--- config.mk ---
export PLATFORM = sky130hd
export DESIGN_NAME = nbody_csr_slave
export DESIGN_NICKNAME = d
export VERILOG_FILES = /design/src/rtl/nbody_csr_slave.sv
export SDC_FILE = /design/constraint.sdc
export NUM_CORES = 1
export LEC_CHECK = 0
export BUFFER_PORTS_ARGS = -buffer_cell sky130_fd_sc_hd__buf_2
export CAP_MARGIN = 20
export CELL_PAD_IN_SITES_DETAIL_PLACEMENT = 1
export CELL_PAD_IN_SITES_GLOBAL_PLACEMENT = 1
export CORE_MARGIN = 2
export CORE_UTILIZATION = 49
export CTS_BUF_LIST = sky130_fd_sc_hd__clkbuf_4
export DETAILED_ROUTE_END_ITERATION = 6
export PLACE_DENSITY = 0.95
export SYNTH_ARGS = -nofsm -noshare
export SYNTH_HDL_FRONTEND = slang
export SYNTH_SLANG_ARGS = --single-unit
--- constraint.sdc ---
create_clock -name clk -period 46.1 [get_ports clk]
set_clock_uncertainty 0.2 [all_clocks]
set_input_delay 9.22 -clock clk [delete_from_list [all_inputs] [get_ports clk]]
set_output_delay 9.22 -clock clk [all_outputs]
set_load 0.02 [all_outputs]
--- src/rtl/nbody_csr_slave.sv ---
// nbody_csr_slave
//   Memory-mapped responder between the host bus and the n-body compute core.
//   Decodes addr[15:9] select codes, holds the control registers (GO, READ,
//   N_BODIES, GAP), merges 32-bit lower/upper halves into 64-bit doubles for
//   the body banks {VY,VX,M,Y,X}, and serves result readback with a fixed
//   two-cycle read latency.
//
// Ports
//   clk, rst            clock, asynchronous active-high reset
//   chipselect/write/read/addr/writedata   host bus request
//   readdata/readdatavalid                 registered read response
//   bank_we/bank_addr/bank_wdata           one-hot body bank write
//   go/read_mode/n_bodies/gap              control registers to the core
//   res_addr/res_x/res_y                   result memory read port
//   done_in                                core step-complete pulse
//   err                                    sticky protocol error
//
// Build option
//   NBODY_CSR_READBACK_EN : when defined, GO/READ/N_BODIES/GAP are readable;
//                           otherwise those reads return 0.
module nbody_csr_slave #(
    parameter int BODY_ADDR_WIDTH = 9,
    parameter int ADDR_WIDTH      = 16,
    parameter int DATA_WIDTH      = 64
) (
    input  logic                       clk,
    input  logic                       rst,
    input  logic                       chipselect,
    input  logic                       write,
    input  logic                       read,
    input  logic [ADDR_WIDTH-1:0]      addr,
    input  logic [DATA_WIDTH-1:0]      writedata,
    output logic [DATA_WIDTH-1:0]      readdata,
    output logic                       readdatavalid,
    output logic [4:0]                 bank_we,
    output logic [BODY_ADDR_WIDTH-1:0] bank_addr,
    output logic [DATA_WIDTH-1:0]      bank_wdata,
    output logic                       go,
    output logic                       read_mode,
    output logic [9:0]                 n_bodies,
    output logic [31:0]                gap,
    output logic [BODY_ADDR_WIDTH-1:0] res_addr,
    input  logic [DATA_WIDTH-1:0]      res_x,
    input  logic [DATA_WIDTH-1:0]      res_y,
    input  logic                       done_in,
    output logic                       err
);

    typedef enum logic [6:0] {
        SEL_GO   = 7'h00, SEL_READ = 7'h01, SEL_NB   = 7'h02, SEL_GAP  = 7'h03,
        SEL_XL   = 7'h04, SEL_XU   = 7'h05, SEL_YL   = 7'h06, SEL_YU   = 7'h07,
        SEL_ML   = 7'h08, SEL_MU   = 7'h09, SEL_VXL  = 7'h10, SEL_VXU  = 7'h11,
        SEL_VYL  = 7'h12, SEL_VYU  = 7'h13, SEL_DONE = 7'h40, SEL_RXL  = 7'h41,
        SEL_RXU  = 7'h42, SEL_RYL  = 7'h43, SEL_RYU  = 7'h44
    } sel_e;

    sel_e                       w_sel;
    logic [BODY_ADDR_WIDTH-1:0] w_idx;
    logic                       w_wr, w_rd;
    logic                       w_body, w_upper;
    logic [2:0]                 w_bank;
    logic [4:0]                 w_onehot;
    logic                       w_match, w_repeat;
    logic [31:0]                w_lower;
    logic [DATA_WIDTH-1:0]      w_rd_data;
    logic                       w_unused;

    logic [DATA_WIDTH-1:0]      r_readdata;
    logic                       r_readdatavalid;
    logic [4:0]                 r_bank_we;
    logic [BODY_ADDR_WIDTH-1:0] r_bank_addr;
    logic [DATA_WIDTH-1:0]      r_bank_wdata;
    logic                       r_go, r_read_mode, r_err, r_done;
    logic [9:0]                 r_n_bodies;
    logic [31:0]                r_gap;
    logic [BODY_ADDR_WIDTH-1:0] r_res_addr;
    logic [31:0]                r_stage     [5];
    logic [BODY_ADDR_WIDTH-1:0] r_stage_idx [5];
    logic [4:0]                 r_stage_v;
    logic                       r_rd_v;
    sel_e                       r_rd_sel;
    logic                       r_prev_v;
    logic [ADDR_WIDTH-1:0]      r_prev_addr;
    logic [31:0]                r_prev_wd;

    assign w_sel    = sel_e'(addr[ADDR_WIDTH-1 -: 7]);
    assign w_idx    = addr[BODY_ADDR_WIDTH-1:0];
    assign w_wr     = chipselect & write;
    // A write in the same cycle wins; the read is dropped.
    assign w_rd     = chipselect & read & ~write;
    assign w_onehot = 5'b00001 << w_bank;
    assign w_match  = r_stage_v[w_bank] && (r_stage_idx[w_bank] == w_idx);
    assign w_lower  = w_match ? r_stage[w_bank] : 32'h0;
    // Same upper write held over consecutive cycles: the staged lower half was
    // consumed by the first commit, so replay the committed word instead.
    assign w_repeat = r_prev_v && (r_prev_addr == addr) && (r_prev_wd == writedata[31:0]);
    assign w_unused = &{1'b0, writedata[DATA_WIDTH-1:32]};

    always_comb begin
        w_body  = 1'b0;
        w_upper = 1'b0;
        w_bank  = 3'd0;
        case (w_sel)
            SEL_XL:  begin w_body = 1'b1;                  w_bank = 3'd0; end
            SEL_XU:  begin w_body = 1'b1; w_upper = 1'b1; w_bank = 3'd0; end
            SEL_YL:  begin w_body = 1'b1;                  w_bank = 3'd1; end
            SEL_YU:  begin w_body = 1'b1; w_upper = 1'b1; w_bank = 3'd1; end
            SEL_ML:  begin w_body = 1'b1;                  w_bank = 3'd2; end
            SEL_MU:  begin w_body = 1'b1; w_upper = 1'b1; w_bank = 3'd2; end
            SEL_VXL: begin w_body = 1'b1;                  w_bank = 3'd3; end
            SEL_VXU: begin w_body = 1'b1; w_upper = 1'b1; w_bank = 3'd3; end
            SEL_VYL: begin w_body = 1'b1;                  w_bank = 3'd4; end
            SEL_VYU: begin w_body = 1'b1; w_upper = 1'b1; w_bank = 3'd4; end
            default: ;
        endcase
    end

    always_comb begin
        w_rd_data = '0;
        case (r_rd_sel)
            SEL_RXL:  w_rd_data[31:0] = res_x[31:0];
            SEL_RXU:  w_rd_data[31:0] = res_x[63:32];
            SEL_RYL:  w_rd_data[31:0] = res_y[31:0];
            SEL_RYU:  w_rd_data[31:0] = res_y[63:32];
            SEL_DONE: w_rd_data[2:0]  = {r_err, r_go, r_done};
`ifdef NBODY_CSR_READBACK_EN
            SEL_GO:   w_rd_data[0]    = r_go;
            SEL_READ: w_rd_data[0]    = r_read_mode;
            SEL_NB:   w_rd_data[9:0]  = r_n_bodies;
            SEL_GAP:  w_rd_data[31:0] = r_gap;
`endif
            default:  ;
        endcase
    end

    always_ff @(posedge clk or posedge rst) begin
        if (rst) begin
            r_readdata      <= '0;
            r_readdatavalid <= 1'b0;
            r_bank_we       <= '0;
            r_bank_addr     <= '0;
            r_bank_wdata    <= '0;
            r_go            <= 1'b0;
            r_read_mode     <= 1'b0;
            r_n_bodies      <= '0;
            r_gap           <= '0;
            r_res_addr      <= '0;
            r_err           <= 1'b0;
            r_done          <= 1'b0;
            r_stage_v       <= '0;
            for (int unsigned i = 0; i < 5; i++) begin
                r_stage[i]     <= '0;
                r_stage_idx[i] <= '0;
            end
            r_rd_v          <= 1'b0;
            r_rd_sel        <= SEL_GO;
            r_prev_v        <= 1'b0;
            r_prev_addr     <= '0;
            r_prev_wd       <= '0;
        end else begin
            r_bank_we   <= '0;
            r_prev_v    <= w_wr;
            r_prev_addr <= addr;
            r_prev_wd   <= writedata[31:0];

            // done_in has priority over the GO=1 clear.
            if (done_in)
                r_done <= 1'b1;
            else if (w_wr && (w_sel == SEL_GO) && writedata[0])
                r_done <= 1'b0;

            if (w_wr) begin
                case (w_sel)
                    SEL_GO:   r_go        <= writedata[0];
                    SEL_READ: r_read_mode <= writedata[0];
                    SEL_NB:   r_n_bodies  <= writedata[9:0];
                    SEL_GAP:  r_gap       <= writedata[31:0];
                    SEL_DONE: if (writedata[0]) r_err <= 1'b0;
                    default:  ;
                endcase
                if (w_body) begin
                    if (r_go) begin
                        r_err <= 1'b1;
                    end else if (!w_upper) begin
                        r_stage[w_bank]     <= writedata[31:0];
                        r_stage_idx[w_bank] <= w_idx;
                        r_stage_v[w_bank]   <= 1'b1;
                    end else if (w_repeat) begin
                        r_bank_we <= w_onehot;
                    end else begin
                        r_bank_we         <= w_onehot;
                        r_bank_addr       <= w_idx;
                        r_bank_wdata      <= DATA_WIDTH'({writedata[31:0], w_lower});
                        r_stage_v[w_bank] <= 1'b0;
                        if (!w_match) r_err <= 1'b1;
                    end
                end
            end

            r_rd_v <= w_rd;
            if (w_rd) begin
                r_rd_sel   <= w_sel;
                r_res_addr <= w_idx;
            end
            r_readdatavalid <= r_rd_v;
            if (r_rd_v) r_readdata <= w_rd_data;
        end
    end

    assign readdata      = r_readdata;
    assign readdatavalid = r_readdatavalid;
    assign bank_we       = r_bank_we;
    assign bank_addr     = r_bank_addr;
    assign bank_wdata    = r_bank_wdata;
    assign go            = r_go;
    assign read_mode     = r_read_mode;
    assign n_bodies      = r_n_bodies;
    assign gap           = r_gap;
    assign res_addr      = r_res_addr;
    assign err           = r_err;

endmodule

==> impl_metrics.py <==
metrics = {
    "timing": {
        "min_period_over_period_pct": 28.9,
        "drv_slew": 0,
        "timing.slew.headroom_pct": 32.0,
        "fmax_mhz": 75.1,
        "rsz0062_at_grt": "false",
        "setup_tns_ns": 0,
        "finalSetupViolCount": 0,
        "hold_viol": 0,
        "tightest_slew_ns": 1.02,
        "fin_ws_ns": 32.78,
        "min_period_ns": 13.32,
        "hold_ws_ns": 0.275,
    },
    "place": {
        "port_buffers": 346,
        "post-dp-hpwl_mm": 44.6,
        "routabilityCongestion": 0.915,
        "place_ws_ns": 32.05,
        "dpl_cell_area_sq_mm": 0.0213,
    },
    "grt": {
        "use_met2_pct": 60.5,
        "grt_max_degree": 111,
        "antenna_found_initial": 27,
        "use_met3_pct": 7.66,
        "use_met1_pct": 39.3,
        "grt_use_total_pct": 34.7,
        "grt-ovfl-total": 0,
        "grt_busiest_layer": "met2",
        "grt_pass1_vias": 17300,
        "grt_pass1_wl_mm": 107,
    },
    "yosys": {
        "synth_cells": 1578,
        "synth.distinct_cells": 71,
        "syn_area_sq_mm": 0.0193,
        "synth_top_area_share_pct": 56.0,
        "synth_edf_count": 0,
        "yosysTopAreaCell": "dfrtp_1",
        "syn_area_per_cell_sq_um": 12.3,
        "ys_top_cells_by_area": "dfrtp_1 56%, mux2_2 19%, o22ai_1 2.2%",
        "ys_seq_elements": 433,
        "ys_warn_count": 0,
        "yosysSeqAreaShare_pct": 56.0,
        "synthFlopType": "dfrtp_1",
        "synthArstFlopShare_pct": 100,
    },
    "finish": {
        "multi_input_area_sq_mm": 0.00777,
        "seq_area_sq_mm": 0.0108,
        "final_cell_area_sq_mm": 0.0229,
        "drive_gt1_share_pct": 45.3,
        "syn_to_final_growth_pct": 18.4,
        "nets": 2148,
        "fillers": 4087,
    },
    "clock_network": {
        "path_clk_slew_ns": 0.06,
        "clockRootBuffer": "clkbuf_4",
        "postCtsSetupBuffers": 0,
        "ctsHoldBuffers": 0,
        "clk_latency_ns": 0.90,
        "tritoncts": "built",
        "clock_path_buffers": 3,
        "htreeDepth": 3,
        "cts_resized": 0,
        "clock_sinks": 433,
        "cts_inserted_buffers": 112,
    },
    "outcome": {
        "status": "complete, no violations",
    },
    "floorplan": {
        "ios": 411,
        "core.rowCount": 72,
        "coreArea_sq_mm": 0.0388,
        "dieWidth_um": 203,
        "die_y_um": 203,
        "die-area_sq_mm": 0.0411,
        "start_util_pct": 49.8,
    },
    "worst_setup_path": {
        "cp-start-kind": "input pin",
        "setup.worst_path.start": "addr[10]",
        "r2r.worst_path.cells": 7,
        "r2r-end": "bank_wdata[57]",
        "r2r-start": "r_prev_addr[10]",
        "endpoint": "bank_wdata[23]",
        "worstPathArrival_ns": 13.83,
        "required_ns": 46.61,
        "path_class": "input pin to flip-flop",
        "ff2ff_setup_slack_ns": 41.61,
        "crit_fanout": 34,
        "end_kind": "flip-flop",
    },
    "drt": {
        "routed_wl_mm": 72.4,
        "final_antenna_net_count": 0,
        "routed_via_density": 6.06,
        "routedWlPerCell_um": 28.4,
        "first_pass_iters": 6,
        "drtIter0Drc": 1214,
        "vias": 15500,
        "drc": 0,
    },
    "power": {
        "peakVddDrop_mv": 0.0328,
        "p_leak_nw": 11.5,
        "p_per_area_mw_per_mm2": 39.3,
    },
    "worst_hold_path": {
        "hold_path_class": "flip-flop to flip-flop",
    },
    "job": {
        "cap_violations": 0,
    },
}
==> metal layers <==
layer	vias to the layer above	wire length (um)
met5	-	77
met4	10	3770
met2	799	37300
met1	7986	26700
li1	6424	-
met3	246	4650
==> state kept, by name, indices dropped and copies added, names as in the netlist, 5 cells and up, named ones only <==
name         cells
r_stage        160
res_addr         9
bank_addr        9
bank_we          5
r_prev_wd       32
r_stage_idx     45
readdata        32
r_prev_addr     16
n_bodies        10
gap             32
bank_wdata      64
r_rd_sel         7
==> worst min path at each step <==
stage | from | to | slack, ns | depth (start not counted)
floorplan | r_rd_v | readdatavalid | 0.15 | 0
global placement | res_addr[4] | res_addr[4] | 0.26 | 2
detailed placement | res_addr[5] | res_addr[5] | 0.26 | 2
CTS | res_addr[5] | res_addr[5] | 0.28 | 2
global route | res_addr[5] | res_addr[5] | 0.30 | 2
finish | res_addr[4] | res_addr[4] | 0.28 | 2
==> cells by family (layout without fill, tap and decap cells) <==
group,after synthesis,in the layout,share of synthesized area (%)
muxes,325,325,18.9
AOI/OAI and AO/OA,250,250,10.0
other,1,48,0.0194
buffers and inverters,197,605,4.69
xor gates and xnor gates,54,54,2.45
DFF,433,433,56.0
and+or+nand+nor,318,318,7.84
==> worst max-delay path, stage by stage <==
cell and delay (ns):
buf_2 0.30, or2_1 0.43, or4_2 1.11, o221ai_2 0.42, o21ai_0 0.12, a21o_1 0.17
a211o_1 0.31, or4_2 1.04, buf_16 0.31, o31ai_2 0.36
==> cells in the final DEF, fill, tap and decap left out, types with 32 or more instances in the layout <==
cell type / instances
conb_1: 32
buf_2: 346
mux2_2: 318
a21oi_1: 41
dfrtp_1: 433
xor2_1: 48
nor2_1: 90
nor4_1: 47
inv_1: 37
nand2_1: 108
clkbuf_4: 162
o22ai_1: 68
==> final cells by class <==
type,instances,share of cell area (%)
clock buffer,162,5.31
sequential,433,47.3
inverter,39,0.672
timing repair buffer,369,8.67
multi-input combinational,979,34.0
clock inverter,35,1.05
antenna,16,0.175
tap,518,2.83
==> synth_stat cells (11+ instances only) <==
master,n
o21ai_0,16
nand2_1,109
xor2_1,48
nor4_1,47
o31ai_2,30
mux2_2,318
inv_1,38
a21oi_1,41
buf_1,15
dfrtp_1,433
o22ai_1,68
buf_4,32
a222oi_1,30
nor2_1,94
nor3_1,11
clkbuf_1,98
==> through the flow <==
stage	instances	total power [mW]	utilization, %
final	2551	0.901	59.0
after global routing	2549	0.937	58.9
after CTS	2531	0.903	58.6
after detailed placement	2334	0.543	54.8
after global placement	2334	0.533	54.8
after floorplan	1609	0.497	-
==> power breakdown <==
group          total, mW  internal [mW]  switching (mW)
Sequential         0.418          0.403          0.0154
Combinational      0.124         0.0465          0.0775
Clock              0.359          0.182           0.176
Total              0.901          0.632           0.269
Power figures use the tool's default switching activity.
